`config.mk`:
```
export PLATFORM = sky130hd
export DESIGN_NAME = dither_output_packer
export DESIGN_NICKNAME = d
export VERILOG_FILES = /design/src/rtl/dither_output_packer.sv
export SDC_FILE = /design/constraint.sdc
export NUM_CORES = 1
export LEC_CHECK = 0
export CAP_MARGIN = 10
export CORE_AREA = 2 2 59 61
export CTS_CLUSTER_SIZE = 40
export DETAILED_ROUTE_END_ITERATION = 12
export DIE_AREA = 0 0 61 63
export PLACE_DENSITY = 0.79
export SLEW_MARGIN = 20
export SYNTH_ARGS = -nofsm -noshare
export SYNTH_HDL_FRONTEND = slang
export SYNTH_SLANG_ARGS = --single-unit
export TNS_END_PERCENT = 5
```
`constraint.sdc`:
```
create_clock -name clk -period 2.05 [get_ports clk]
set_clock_uncertainty 0.05 [all_clocks]
set_input_delay 0.41 -clock clk [delete_from_list [all_inputs] [get_ports clk]]
set_output_delay 0.41 -clock clk [all_outputs]
set_load 0.005 [all_outputs]
```
`src/rtl/dither_output_packer.sv`:
```
// Reads a dithered frame from pixel SRAM, thresholds each pixel to 1 bit and streams packed bytes.
// Optional trailing XOR checksum byte: define DITHER_OUT_CHECKSUM_EN.
module dither_output_packer #(
    parameter int unsigned IMAGEX           = 64,
    parameter int unsigned IMAGEY           = 64,
    parameter int unsigned IMAGE_SIZE       = IMAGEX * IMAGEY,
    parameter int unsigned IMAGE_ADDR_WIDTH = $clog2(IMAGE_SIZE),
    parameter int unsigned RGB_SIZE         = 8
) (
    input  logic                clk,
    input  logic                rst,
    input  logic                start_i,
    output logic [15:0]         sram_addr_o,
    output logic                sram_rden_o,
    input  logic [RGB_SIZE-1:0] sram_q_i,
    output logic [7:0]          out_byte_o,
    output logic                out_valid_o,
    input  logic                out_ready_i,
    output logic                busy_o,
    output logic                done_o
);

    // One extra bit so the final count equals IMAGE_SIZE instead of wrapping to zero.
    localparam int unsigned CntW = IMAGE_ADDR_WIDTH + 1;
    localparam logic [CntW-1:0] PixEnd = CntW'(IMAGE_SIZE);

    typedef enum logic [2:0] {
        StIdle,
        StRead,
        StCapt,
        StOut,
`ifdef DITHER_OUT_CHECKSUM_EN
        StCsum,
`endif
        StFin
    } state_e;

    state_e          state_q, state_d;
    logic [CntW-1:0] pix_cnt_q, pix_cnt_d;
    logic [2:0]      bit_cnt_q, bit_cnt_d;
    logic [7:0]      shift_q, shift_d;
`ifdef DITHER_OUT_CHECKSUM_EN
    logic [7:0]      csum_q, csum_d;
`endif

    logic unused_sram_bits;
    assign unused_sram_bits = ^sram_q_i[RGB_SIZE-2:0];

    always_ff @(posedge clk or posedge rst) begin
        if (rst) begin
            state_q   <= StIdle;
            pix_cnt_q <= '0;
            bit_cnt_q <= '0;
            shift_q   <= '0;
`ifdef DITHER_OUT_CHECKSUM_EN
            csum_q    <= '0;
`endif
        end else begin
            state_q   <= state_d;
            pix_cnt_q <= pix_cnt_d;
            bit_cnt_q <= bit_cnt_d;
            shift_q   <= shift_d;
`ifdef DITHER_OUT_CHECKSUM_EN
            csum_q    <= csum_d;
`endif
        end
    end

    always_comb begin
        state_d     = state_q;
        pix_cnt_d   = pix_cnt_q;
        bit_cnt_d   = bit_cnt_q;
        shift_d     = shift_q;
`ifdef DITHER_OUT_CHECKSUM_EN
        csum_d      = csum_q;
`endif
        sram_addr_o = '0;
        sram_rden_o = 1'b0;
        out_byte_o  = '0;
        out_valid_o = 1'b0;
        done_o      = 1'b0;

        unique case (state_q)
            StIdle: begin
                if (start_i) begin
                    pix_cnt_d = '0;
                    bit_cnt_d = '0;
                    shift_d   = '0;
`ifdef DITHER_OUT_CHECKSUM_EN
                    csum_d    = '0;
`endif
                    state_d   = StRead;
                end
            end
            StRead: begin
                sram_rden_o = 1'b1;
                sram_addr_o = 16'(pix_cnt_q[IMAGE_ADDR_WIDTH-1:0]);
                state_d     = StCapt;
            end
            StCapt: begin
                // MSB of the pixel is the >= half-scale threshold.
                shift_d   = {shift_q[6:0], sram_q_i[RGB_SIZE-1]};
                pix_cnt_d = pix_cnt_q + CntW'(1);
                bit_cnt_d = bit_cnt_q + 3'd1;
                state_d   = (bit_cnt_q == 3'd7) ? StOut : StRead;
            end
            StOut: begin
                out_valid_o = 1'b1;
                out_byte_o  = shift_q;
                if (out_ready_i) begin
`ifdef DITHER_OUT_CHECKSUM_EN
                    csum_d  = csum_q ^ shift_q;
                    state_d = (pix_cnt_q == PixEnd) ? StCsum : StRead;
`else
                    state_d = (pix_cnt_q == PixEnd) ? StFin : StRead;
`endif
                end
            end
`ifdef DITHER_OUT_CHECKSUM_EN
            StCsum: begin
                out_valid_o = 1'b1;
                out_byte_o  = csum_q;
                if (out_ready_i) begin
                    state_d = StFin;
                end
            end
`endif
            StFin: begin
                done_o  = 1'b1;
                state_d = StIdle;
            end
            default: state_d = StIdle;
        endcase
    end

    assign busy_o = (state_q != StIdle) && (state_q != StFin);

endmodule
```
==> impl_metrics.ini <==
[status]
status = finished clean

[synthesis]
ys_types = 34
syn_inst = 160
synthArstFlopShare = 1.00
syn-cell-area_um2 = 1490
synthFlopType = dfrtp_1
synth-seq-cells = 27
yosys_warnings = 0
synth_edf_count = 0
avgSynthCellArea_um2 = 9.29
synth-seq-area-share = 0.455

[cts]
hold_buffers = 0
ctsLongestPathBuffers = 2
cts_root_buffer = clkbuf_4
cts_sinks = 27
cts_made_buffers = 3
cts_tree = done
clock_latency_ps = 330
cts_max_level = 1
clk_pin_slew_worst_paths_ps = 160

[finish]
diodes = 0
layout-drive-gt1-share = 0.205
layoutNonFillerInstCount = 241
final_util = 0.572
area_growth_pct = 24.3
fin_nets = 212
num-fill-cells = 323

[drt]
drt-initial-drc-count = 74
wl_per_cell_um = 14.9
dr_total_vias = 1341
drt.antenna.violating_nets = 0
drcViolationCount = 0
firstDrtPassIters = 4
drt_wl_total_mm = 3.59
via_per_inst = 5.56

[power_and_ir_drop]
power_uw = 2040
worst_ir_drop_vdd_uv = 498
power.density_nw_per_um2 = 1100
power_leakage_uw = 0.00101

[placed_design]
dp_hpwl_mm = 2.51
preCtsSetupSlack_ps = 67.7
portBuffers = 28
routabilityCongestion = 0.764
place_inst = 233

[timing]
finalCritPeriodShare = 0.990
max_freq_mhz = 493
setup_viol = 0
tns_ps = 0
layout_min_cycle_time_ps = 2030
rsz0062_at_grt = true
drv_slew = 0
hold_viol_final = 0
layout_setup_ws_ps = 21.4

[global_route]
grt_use_total = 0.204
grt_overflow_total = 0
grt_pass1_wl_mm = 6.09
antenna_found_initial = 0
grt_max_degree = 28
grt_pass1_vias = 1353

[die]
die_y_um = 63
dieArea_um2 = 3840
die_x_um = 61
io_pins = 40
initial_core_util = 0.460
rows = 21
core_um2 = 3230

[setup_path]
criticalPathCategory = flop to output pin
cp-start-kind = flop
crit_start = state_q[1]$_DFFE_PP0P_
cp.arrival_ps = 1570
rr_startpoint = state_q[1]$_DFFE_PP0P_
rrSetupSlack_ps = 370
cp.required_ps = 1590
crit_path_end_kind = output pin
crit_fanout = 3

[worst_hold_path]
min-delay-path-class = input pin to asynchronous set/reset pin

[run]
cap_violations = 0
==> metrics by stage <==
step	area (µm²)	hold WS, ps
6_report	1850	360
5_1_grt	1850	405
4_1_cts	1870	376
3_5_place_dp	1840	445
3_3_place_gp	1840	432
2_1_floorplan	1500	400
==> cell families after synthesis <==
kind of cell	after synthesis	share of synthesized area
and+or+nand+nor	66	0.258
AOI/OAI and AO/OA	43	0.188
buffers and inverters	19	0.0631
other	1	0.00252
adders and majority gates	4	0.0337
DFF	27	0.455
==> cell usage after synthesis (2+ instances only) <==
library cell	instances	area, µm²
a21oi_1	4	20.0
a22o_1	10	87.6
a311oi_1	2	17.5
a41oi_1	2	17.5
and2_1	13	81.3
and3_1	13	81.3
and4_1	2	17.5
buf_2	6	30.0
buf_4	4	30.0
clkbuf_1	5	18.8
dfrtp_1	27	676
ha_1	4	50.1
inv_1	4	15.0
nand2_1	9	33.8
nand3_1	4	20.0
nand4_1	5	31.3
nor2_1	8	30.0
nor2b_1	4	25.0
o21ai_0	15	75.1
o21ai_1	5	25.0
==> placed cells by master (no fill, tap or decap), types with 4 or more instances in the layout <==
cell type        count
a21oi_1              4
a22o_1              10
and2_1              13
and3_1              13
buf_4               14
clkbuf_2            15
clkdlybuf4s50_1      4
conb_1               4
dfrtp_1             26
dlymetal6s2s_1       6
ha_1                 4
inv_1                4
nand2_1              9
nand3_1              4
nand4_1              5
nor2_1               7
nor2b_1              4
o21ai_0             15
o21ai_1              5
==> worst paths after layout <==
path	depth (start not counted)	to
max in group asynchronous	3	state_q[1]$_DFFE_PP0P_
worst max register to register	6	pix_cnt_q[7]$_DFFE_PP0P_
min in group clk	1	bit_cnt_q[0]$_DFFE_PP0P_
worst min register to register	1	bit_cnt_q[0]$_DFFE_PP0P_
worst min-delay path	3	shift_q[0]$_DFFE_PP0P_
worst max-delay path	5	done_o
==> power breakdown <==
group | switching [µW] | internal, µW | total [µW]
sequential | 141 | 681 | 821
clock | 162 | 73.2 | 236
combinational | 515 | 464 | 978
==> worst max-delay path: stages, from the launching register on <==
cell and delay (ps):
dfrtp_2 470, buf_4 140, buf_4 120, or2_2 300, nor2_2 90, clkbuf_2 110
==> cell type report <==
cell class	count	area [µm²]	area share
Clock buffer	3	22.5	0.0122
Tap cell	46	57.6	0.0311
Inverter	4	15.0	0.00812
Clock inverter	1	5.00	0.00271
Multi-Input combinational cell	117	742	0.401
Timing Repair Buffer	43	329	0.178
Sequential cell	27	677	0.366
==> routing by layer <==
| metal | routed length (µm) | track usage |
|---|---|---|
| met1 | 1510 | 0.262 |
| met2 | 1820 | 0.348 |
| met3 | 237 | 0.0269 |
| met4 | 22 | 0.0652 |
| met5 | 0 | 0 |
==> sequential cells by signal, indices dropped and copies added, names as in the netlist <==
name / cells
shift_q: 8
pix_cnt_q: 13
state_q: 3
bit_cnt_q: 3
==> timing repair <==
action                                  4_1_cts  5_1_grt
endpoints found under the setup margin       24       22
gates resized for setup                      23       41
hold endpoints to repair                      0        0
pin swaps                                     1        1
setup buffers                                 1        2
gates cloned                                  1        0
Power figures use the tool's default switching activity.
